==> config.mk <==
export PLATFORM = sky130hd
export DESIGN_NAME = apb_to_ahbl
export DESIGN_NICKNAME = d
export VERILOG_FILES = /design/src/rtl/apb_to_ahbl.sv
export SDC_FILE = /design/constraint.sdc
export NUM_CORES = 1
export LEC_CHECK = 0
export ABC_CLOCK_PERIOD_IN_PS = 2300
export BUFFER_PORTS_ARGS = -buffer_cell sky130_fd_sc_hd__buf_4
export CORE_MARGIN = 4
export CORE_UTILIZATION = 48
export CTS_BUF_LIST = sky130_fd_sc_hd__clkbuf_4 sky130_fd_sc_hd__clkbuf_8 sky130_fd_sc_hd__clkbuf_16
export CTS_CLUSTER_DIAMETER = 120
export DETAILED_ROUTE_END_ITERATION = 8
export MAX_ROUTING_LAYER = met4
export PLACE_DENSITY_LB_ADDON = 0.12
export RECOVER_POWER = 25
export SLEW_MARGIN = 0
export SYNTH_ARGS = -nofsm -noshare
export SYNTH_HDL_FRONTEND = slang
export SYNTH_SLANG_ARGS = --single-unit
==> constraint.sdc <==
create_clock -name clk -period 2.3 [get_ports clk]
set_clock_uncertainty 0.05 [all_clocks]
set_input_delay 0.345 -clock clk [delete_from_list [all_inputs] [get_ports clk]]
set_output_delay 0.345 -clock clk [all_outputs]
set_load 0.02 [all_outputs]
==> src/rtl/apb_to_ahbl.sv <==
// APB responder to AHB-Lite initiator bridge: each APB access becomes one
// single-beat NONSEQ transfer and completes with a one-cycle pready pulse.
module apb_to_ahbl #(
    parameter int                 W_PADDR    = 16,
    parameter int                 W_HADDR    = 32,
    parameter int                 W_DATA     = 32,
    parameter logic [W_HADDR-1:0] HADDR_BASE = 32'h0
) (
    input  logic               clk,
    input  logic               rst,
    // APB responder
    input  logic               apbs_psel,
    input  logic               apbs_penable,
    input  logic               apbs_pwrite,
    input  logic [W_PADDR-1:0] apbs_paddr,
    input  logic [W_DATA-1:0]  apbs_pwdata,
    output logic               apbs_pready,
    output logic [W_DATA-1:0]  apbs_prdata,
    output logic               apbs_pslverr,
    // AHB-Lite initiator
    output logic [W_HADDR-1:0] ahblm_haddr,
    output logic               ahblm_hwrite,
    output logic [1:0]         ahblm_htrans,
    output logic [2:0]         ahblm_hsize,
    output logic [2:0]         ahblm_hburst,
    output logic [3:0]         ahblm_hprot,
    output logic               ahblm_hmastlock,
    output logic [W_DATA-1:0]  ahblm_hwdata,
    input  logic               ahblm_hready,
    input  logic               ahblm_hresp,
    input  logic [W_DATA-1:0]  ahblm_hrdata,
    // FSM state for observation
    output logic [1:0]         dbg_state
);

    typedef enum logic [1:0] {
        S_IDLE = 2'd0,
        S_APH  = 2'd1,
        S_DPH  = 2'd2,
        S_RESP = 2'd3
    } state_t;

    state_t              state_q,   state_d;
    logic [W_HADDR-1:0]  haddr_q,   haddr_d;
    logic                hwrite_q,  hwrite_d;
    logic [W_DATA-1:0]   hwdata_q,  hwdata_d;
    logic [W_DATA-1:0]   prdata_q,  prdata_d;
    logic                pslverr_q, pslverr_d;
    logic                err_q,     err_d;

    // Handshakes: an APB request is psel&&penable sampled in S_IDLE; it is
    // answered by pready=1 for one cycle in S_RESP. On AHB, hready=0 holds the
    // current address or data phase and all registered outputs stay unchanged.
    always_comb begin
        state_d   = state_q;
        haddr_d   = haddr_q;
        hwrite_d  = hwrite_q;
        hwdata_d  = hwdata_q;
        prdata_d  = prdata_q;
        pslverr_d = pslverr_q;
        err_d     = err_q;
        case (state_q)
            S_IDLE: begin
                if (apbs_psel && apbs_penable) begin
                    state_d  = S_APH;
                    haddr_d  = {HADDR_BASE[W_HADDR-1:W_PADDR], apbs_paddr};
                    hwrite_d = apbs_pwrite;
                    if (apbs_pwrite) begin
                        hwdata_d = apbs_pwdata;
                    end
                end
            end
            S_APH: begin
                if (ahblm_hready) begin
                    state_d = S_DPH;
                end
            end
            S_DPH: begin
                if (ahblm_hresp) begin
                    err_d = 1'b1;
                end
                if (ahblm_hready) begin
                    // An errored read leaves the previous read data visible.
                    if (!hwrite_q && !(err_q || ahblm_hresp)) begin
                        prdata_d = ahblm_hrdata;
                    end
                    pslverr_d = err_q | ahblm_hresp;
                    state_d   = S_RESP;
                end
            end
            S_RESP: begin
                state_d   = S_IDLE;
                err_d     = 1'b0;
                pslverr_d = 1'b0;
            end
            default: begin
                state_d = S_IDLE;
            end
        endcase
    end

    always_ff @(posedge clk) begin
        if (rst) begin
            state_q   <= S_IDLE;
            haddr_q   <= '0;
            hwrite_q  <= 1'b0;
            hwdata_q  <= '0;
            prdata_q  <= '0;
            pslverr_q <= 1'b0;
            err_q     <= 1'b0;
        end else begin
            state_q   <= state_d;
            haddr_q   <= haddr_d;
            hwrite_q  <= hwrite_d;
            hwdata_q  <= hwdata_d;
            prdata_q  <= prdata_d;
            pslverr_q <= pslverr_d;
            err_q     <= err_d;
        end
    end

    assign apbs_pready     = (state_q == S_RESP);
    assign apbs_pslverr    = (state_q == S_RESP) && pslverr_q;
    assign apbs_prdata     = prdata_q;

    assign ahblm_haddr     = haddr_q;
    assign ahblm_hwrite    = hwrite_q;
    assign ahblm_htrans    = (state_q == S_APH) ? 2'b10 : 2'b00;
    assign ahblm_hsize     = 3'b010;
    assign ahblm_hburst    = 3'b000;
    assign ahblm_hprot     = 4'b0011;
    assign ahblm_hmastlock = 1'b0;
    assign ahblm_hwdata    = hwdata_q;

    assign dbg_state       = state_q;

endmodule

=== After elaboration in Yosys (flattened, before gate mapping) ===
Cells that the tools add are included.

* Equal/unequal tests: 7
* Multiplexer cells: 9
* Bitwise operators: 1
* Reductions and logical operators: 14

{| class="wikitable"
|+ Operators by type and width
! cell !! number
|-
| $reduce_and A3 Y1 || 3
|-
| $mux W2 || 4
|-
| $ne A2 B2 Y1 const B || 4
|-
| $pmux W2 S4 || 1
|-
| $reduce_and A2 Y1 || 3
|-
| $eq A2 B2 Y1 const B || 2
|-
| $pmux W1 S2 || 2
|-
| $logic_and A1 B1 Y1 || 3
|-
| $eq A2 B1 Y1 const B || 1
|-
| $logic_not A1 Y1 || 2
|-
| $logic_not A2 Y1 || 1
|-
| $mux W1 || 2
|-
| $reduce_bool A2 Y1 || 1
|-
| $logic_or A1 B1 Y1 || 1
|-
| $or A1 B1 Y1 || 1
|}

* Register bits after elaboration: 85
* Input port bits: 87
* Output and inout port bits: 114
* Logic and storage cells: 38

=== Depth between registers and ports, before layout ===
Gate-level depths: netlist of run 1.

* Depth in word-level cells: 4
* Gate-level depth with buffers: 7
* Gate-level depth less buffers: 5

=== Least setup slack after synthesis of run 1 ===
No wires, ideal clock.

* Path type: register to register
* Start: register state_q[1], in the netlist dbg_state[1]
* End: register prdata_q[10], in the netlist apbs_prdata[10]
* Setup time: 0.072 ns
* Data arrival time: 1.547 ns
* Required time: 2.178 ns
* Path slack: 0.632 ns
* Stages on the path, launching flop included: 6
* Path buffers: 1
* Period minus slack after synthesis: 1.668 ns
* Cells stage by stage: dfxtp_1 ha_1 nand2_2 nor4_4 buf_6 mux2i_1

* Longest elaborated chain between the ends: 2

{| class="wikitable"
|+ Ends and longest elaborated chain
! item !! line !! source
|-
| start: declaration || 43 || <nowiki>state_t state_q, state_d;</nowiki>
|-
| start signal: assignment || 112 || <nowiki>state_q <= state_d;</nowiki>
|-
| $eq A2 B2 Y1 || 62 || <nowiki>case (state_q)</nowiki>
|-
| $reduce_and A3 Y1 (no source line) || -- ||
|-
| end signal: assignment || 116 || <nowiki>prdata_q <= prdata_d;</nowiki>
|-
| end: declaration || 47 || <nowiki>logic [W_DATA-1:0] prdata_q, prdata_d;</nowiki>
|}

No other way between the ends.
A chain may end at the register's enable or synchronous reset.

=== Final worst setup path of run 1 ===
* Start: register state_q[0], in the netlist dbg_state[0]
* End: register hwrite_q, in the netlist ahblm_hwrite

* Longest elaborated chain between the ends: 2

{| class="wikitable"
|+ Ends and longest elaborated chain
! item !! line !! source
|-
| $logic_not A2 Y1 || 62 ||
|-
| $reduce_and A2 Y1 (no source line) || -- ||
|-
| end signal: assignment || 114 || <nowiki>hwrite_q <= hwrite_d;</nowiki>
|-
| end: declaration || 45 || <nowiki>logic hwrite_q, hwrite_d;</nowiki>
|}

No other way between the ends.

==> run summary, run 1 <==
WS Path Type = reg2reg
Clock slew at reported path FFs = 90 ps
Grt total ovfl = 0
Status = complete, no violations
Total GRT Usage = 19.40%
Data arrival time of the critical path = 1960 ps
RR Endpoint = ahblm_hwrite
Routed wire per std cell = 13.15 um
Drt total wl = 8.944 mm
Flops & latches, synth = 85
Worst Setup Start Kind = register
Largest net degree at the start of global routing = 120
Std-Cell Rows = 31
Worst min path class = in2reg
Placed Cells = 664
Post-CTS Hold Buffers = 0
CTS tree = built
Fin area = 0.004890 mm2
Commonest non-fill, non-tap cells in the layout = buf_4, nand2_1, dfxtp_1
Reg-to-Reg Start = dbg_state[0]
P_int = 0.002408 W
Share of power burned in registers = 47.1%
Yosys Warn Count = 0
Final hold viol count = 0
# diodes = 0
Register area share after synthesis = 46.96%
Worst VDD drop = 0.3210 mV
Bufs on Longest Clock Path = 2
Multi-input logic area = 0.001668 mm2
Gr busiest metal = met2
Synthesis-to-layout area growth = 34.94%
Die W = 94.89 um
Post-CTS Setup Repair Bufs = 0
First DRT Iteration DRCs = 87
Placed instance area = 0.004866 mm2
First-pass DRT Iterations = 6
Hold Path Depth = 3
Clock power frac = 27.6%
Syn Area/Cell = 8.731 um2
CP Capture Type = register
Top-area cell type share of the netlist area = 46.96%
Met2 usage = 32.65%
Wire length of the first global-routing pass = 13.37 mm
Via count of the first global-routing pass = 2854
Final period util = 77.91%
CP max FO = 17
Core Util, Final = 67.06%
Root Buffer Master = clkbuf_8
Post-CTS Resized = 0
Post-DP HPWL = 6.688 mm
Post-synth top area cell = dfxtp_1
Worst-Skew Late Latency = 340 ps
Antenna violations before repair = 0
Cell variety after synth = 27
Switch Pwr = 0.001095 W
Worst EP required = 2470 ps
Die ar. = 0.009003 mm2
Final min period = 1792 ps
Initial Utilization = 49.69%
Hold path start = apbs_paddr[3]
Core Box Area = 0.007292 mm2
RD Place Congestion = 0.7666
Commonest non-fill, non-tap cell in the layout = buf_4
Fmax = 558.1 MHz
Fill cell count = 677
DR DRC count = 0
Synth Cell Area = 0.003623 mm2
Number of max-cap violations = 0
GRT met3 Usage = 6.215%
Setup_tns = 0 ps
Met1 usage = 21.68%
Pleak = 2.025 nW
Fin. max-slew vios = 0
Final ANT Viol Nets = 0
Combinational share of power = 25.3%
Max_slew headroom = 56.84%
Final Setup Violations = 0
Hold Path Sink = ahblm_haddr[3]
Mapped Cells = 415
Pwr per Cell Area = 716.4 mW/mm2
Total CTS buffers = 9
RSZ-0062 raised after global routing = false
Share of layout cells above drive strength 1 = 26.51%
Via count = 3142
# IOs = 201
Die Y = 94.89 um
Port bufs = 172
Sequential cell area = 0.001702 mm2
Fin cells = 680
Slew @ Worst Pin = 645.6 ps
Worst R2R Setup Slack = 510 ps
Leading post-synthesis cells by cell area = dfxtp_1, nand2b_1, nand2_1
Reg2reg path depth = 5
Htree depth = 3
Final nets = 668
Vias per inst = 4.621
Sw frac = 31.26%
Clock sink count = 85
cell type report:
type	count	share of cell area (%)
sequential	85	34.80
multi-input combinational	299	34.11
timing repair buffer	178	24.62
clock buffer	13	3.275
tap	99	2.533
clock inverter	3	0.4350
inverter	3	0.2303
cells in the mapped netlist, drive strengths merged:
library cell and count:
a2111o 1, a21oi 52, and2 1, and3 1
and4 1, buf 41, clkbuf 13, conb 2
dfxtp 85, ha 5, inv 3, mux2i 33
nand2 99, nand2b 66, nand3 1, nand4 1
nor2 2, nor2b 2, nor4 1, o211ai 2
o21ai 1, o21ba 1, o31ai 1
power by group through the flow:
stage / clock (W) / sequential, W / combinational [W]
finish: 0.000967 / 0.00165 / 0.000886
global route: 0.00107 / 0.00167 / 0.000965
CTS: 0.00101 / 0.00165 / 0.000929
detailed placement: 0 / 0.00169 / 0.000928
global placement: 0 / 0.00168 / 0.000907
floorplan: 0 / 0.00181 / 0.000453
through the flow:
step	total power [W]	worst slack, ps	hold slack (ps)
after floorplan	0.002263	631.7	410.8
after global placement	0.002587	624.2	392.0
after detailed placement	0.002615	547.7	396.9
after CTS	0.003590	545.4	178.0
after global routing	0.003697	391.2	178.2
final	0.003503	508.1	193.0
how the worst max path moves through the flow:
stage / start / to / slack (ps) / cells after the start
2_1_floorplan: dbg_state[1] / apbs_prdata[10] / 630 / 5
3_3_place_gp: dbg_state[0] / ahblm_hwrite / 620 / 5
3_5_place_dp: dbg_state[0] / ahblm_hwrite / 550 / 5
4_1_cts: dbg_state[0] / apbs_prdata[19] / 550 / 6
5_1_grt: dbg_state[0] / ahblm_hwrite / 390 / 5
6_report: dbg_state[0] / ahblm_hwrite / 510 / 5
sequential cells by signal (all words and copies together) (netlist names):
signal        count
dbg_state         2
ahblm_hwrite      1
err_q             1
ahblm_haddr      16
apbs_prdata      32
ahblm_hwdata     32
pslverr_q         1
routing by layer:
| layer | wire length (um) | up-vias |
|---|---|---|
| met5 | 0 | - |
| met4 | 98 | 0 |
| met3 | 851 | 10 |
| met2 | 4491 | 122 |
| met1 | 3502 | 1414 |
| li1 | - | 1596 |
critical path: stages (launching register included):
cell	delay, ps
dfxtp_1	350
inv_1	130
ha_1	280
nand3_1	500
a21oi_1	310
nor2_1	50
kinds of logic (layout without fill, tap and decap cells):
group | Yosys count | after routing | share of synthesized area [%]
other | 2 | 28 | 0.2073
AND/OR/NAND/NOR | 175 | 175 | 23.76
adder cells (fa/ha/maj) | 5 | 5 | 1.727
flip-flops | 85 | 85 | 46.96
multiplexers | 33 | 33 | 9.116
buffers and inverters | 57 | 197 | 9.703
AO/OA/AOI/OAI | 58 | 58 | 8.529
(Power assumes the default switching activity.)
==> run 2, diff against run 1 <==
ABC_CLOCK_PERIOD_IN_PS = 1850   (was 2300)
CORE_UTILIZATION = 44   (was 48)
clock period = 1.85 ns   (was 2.3 ns; I/O delays follow)
==> run 2 against run 1 <==
Net effect: critical path depth up 1; non-clock buffer count up 2; flip-flop and latch count unchanged; combinational power up 25%; largest cell class unchanged; sequential power up 24%; count of clock-buffer cells in the layout down 4; worst setup slack worse by 320 ps; clock power up 32%; first-iteration DRC count up 21%; core utilization down 4.4 points.
==> run summary, run 2 (same netlist as run 1, synthesis figures left out) <==
Die W = 98.75 um (was 94.89 um)
Final period util = 90.06% (was 77.91%)
First-pass DRT Iterations = 4 (was 6)
Vias per inst = 4.577 (was 4.621)
# IOs = 201 (unchanged)
Bufs on Longest Clock Path = 2 (unchanged)
Port bufs = 172 (unchanged)
Max_slew headroom = 58.30% (was 56.84%)
Std-Cell Rows = 32 (was 31)
CP max stage cell = dfxtp_1 (was nand3_1)
Worst-Skew Late Latency = 350 ps (was 340 ps)
Largest net degree at the start of global routing = 85 (was 120)
Post-CTS Resized = 0 (unchanged)
Grt total ovfl = 0 (unchanged)
Commonest non-fill, non-tap cells in the layout = buf_4, nand2_1, dfxtp_1 (unchanged)
Synthesis-to-layout area growth = 35.67% (was 34.94%)
Number of max-cap violations = 0 (unchanged)
Cell-by-cell trace of the critical path = inv_1 -> ha_1 -> nand2_2 -> nor4_4 -> buf_12 -> mux2i_1 (was inv_1 -> ha_1 -> nand3_1 -> a21oi_1 -> nor2_1)
Clock slew at reported path FFs = 90 ps (about the same)
Final Setup Violations = 0 (unchanged)
Drt total wl = 9.018 mm (was 8.944 mm)
Hold path start = apbs_pwdata[19] (was apbs_paddr[3])
CP Buf/Inv Count = 2 (was 1)
Pwr per Cell Area = 903.1 mW/mm2 (was 716.4 mW/mm2)
RR Endpoint = apbs_prdata[28] (was ahblm_hwrite)
Status = complete, no violations (unchanged)
Setup_tns = 0 ps (unchanged)
RSZ-0062 raised after global routing = false (unchanged)
Total CTS buffers = 9 (unchanged)
RD Place Congestion = 0.8457 (was 0.7666)
Pleak = 2.035 nW (was 2.025 nW)
Clock sink count = 85 (unchanged)
Worst EP required = 2080 ps (was 2470 ps)
Data arrival time of the critical path = 1890 ps (was 1960 ps)
Place WS = 185.3 ps (was 547.7 ps)
Delay of the slowest critical-path stage = 350 ps (was 500 ps)
PnR Total Power = 0.004440 W (was 0.003503 W)
Via count of the first global-routing pass = 2970 (was 2854)
Core Util, Final = 62.64% (was 67.06%)
Routed wire per std cell = 13.18 um (was 13.15 um)
Commonest non-fill, non-tap cell in the layout = buf_4 (unchanged)
Final nets = 670 (was 668)
Reg2reg path depth = 6 (was 5)
First DRT Iteration DRCs = 105 (was 87)
Post-CTS Hold Buffers = 0 (unchanged)
Final ANT Viol Nets = 0 (unchanged)
Slew @ Worst Pin = 625.5 ps (was 645.6 ps)
# diodes = 0 (unchanged)
Post-DP HPWL = 6.714 mm (was 6.688 mm)
Hold Path Sink = ahblm_hwdata[19] (was ahblm_haddr[3])
Hold Path Depth = 3 (unchanged)
Fmax = 600.2 MHz (was 558.1 MHz)
Final Worst Setup Slack = 183.9 ps (was 508.1 ps)
Die Y = 98.75 um (was 94.89 um)
Worst R2R Setup Slack = 180 ps (was 510 ps)
Root Buffer Master = clkbuf_8 (unchanged)
WS Path Type = reg2reg (unchanged)
Crit-path leading delay family = buffers and inverters (was simple AND/OR/NAND/NOR gates)
Final min period = 1666 ps (was 1792 ps)
Final hold viol count = 0 (unchanged)
Worst min path class = in2reg (unchanged)
Reg-to-Reg Start = dbg_state[0] (unchanged)
Antenna violations before repair = 0 (unchanged)
CTS tree = built (unchanged)
Htree depth = 3 (unchanged)
Core Box Area = 0.007848 mm2 (was 0.007292 mm2)
DR DRC count = 0 (unchanged)
Wire length of the first global-routing pass = 14.17 mm (was 13.37 mm)
Total GRT Usage = 18.13% (was 19.40%)
Share of layout cells above drive strength 1 = 26.63% (was 26.51%)
CP max FO = 32 (was 17)
Worst Setup Start Kind = register (unchanged)
Die ar. = 0.009751 mm2 (was 0.009003 mm2)
Initial Utilization = 46.17% (was 49.69%)
Post-CTS Setup Repair Bufs = 0 (unchanged)
Via count = 3131 (was 3142)
Fin. max-slew vios = 0 (unchanged)
CP Capture Type = register (unchanged)
Worst VDD drop = 0.3898 mV (was 0.3210 mV)
-- run 2: area by class of cell --
cell class,count,area (um2)
Tap cell,102,127.6
Clock buffer,9,123.9
Sequential cell,85,1702
Timing Repair Buffer,180,1219
Multi-Input combinational cell,299,1668
Inverter,3,11.26
Clock inverter,6,65.06
Fill cell,728,2932
-- run 2: stage by stage --
| stage | std cells | area, um2 | hold WS [ps] |
|---|---|---|---|
| 2_1_floorplan | 441 | 3721 | 363.5 |
| 3_3_place_gp | 669 | 4885 | 393.5 |
| 3_5_place_dp | 669 | 4885 | 396.6 |
| 4_1_cts | 684 | 5074 | 104.1 |
| 5_1_grt | 684 | 4916 | 94.74 |
| 6_report | 684 | 4916 | 120.2 |
-- run 2: worst max-delay path by stage --
stage	from	end	slack (ps)	cells after the start
floorplan	dbg_state[1]	apbs_prdata[10]	180	5
global placement	dbg_state[0]	apbs_prdata[25]	270	6
detailed placement	dbg_state[0]	apbs_prdata[13]	190	6
CTS	dbg_state[0]	apbs_prdata[9]	160	6
global route	dbg_state[0]	apbs_prdata[28]	20	6
finish	dbg_state[0]	apbs_prdata[28]	180	6
-- run 2: layer usage --
layer / vias to the layer above / GRT usage (%) / routed length [um] / share of wire (%)
met3: 9 / 6.369 / 930 / 10
li1: 1597 / - / - / -
met1: 1400 / 21.68 / 3732 / 41
met4: 0 / 5.042 / 78 / 0.86
met5: - / - / 0 / 0
met2: 125 / 28.98 / 4275 / 47
-- run 2: worst reg2reg max path, cell delays in order (launching register included) --
cell     delay [ps]
dfxtp_1         350
inv_1           120
ha_1            270
nand2_2         110
nor4_4          190
buf_12          280
mux2i_1         230
-- run 2: report_power, final --
part	switching (W)	total (W)	internal, W
clock network	0.000660	0.00128	0.000617
logic	0.000642	0.00111	0.000467
registers	0.0000870	0.00205	0.00197
total	0.00139	0.00444	0.00305
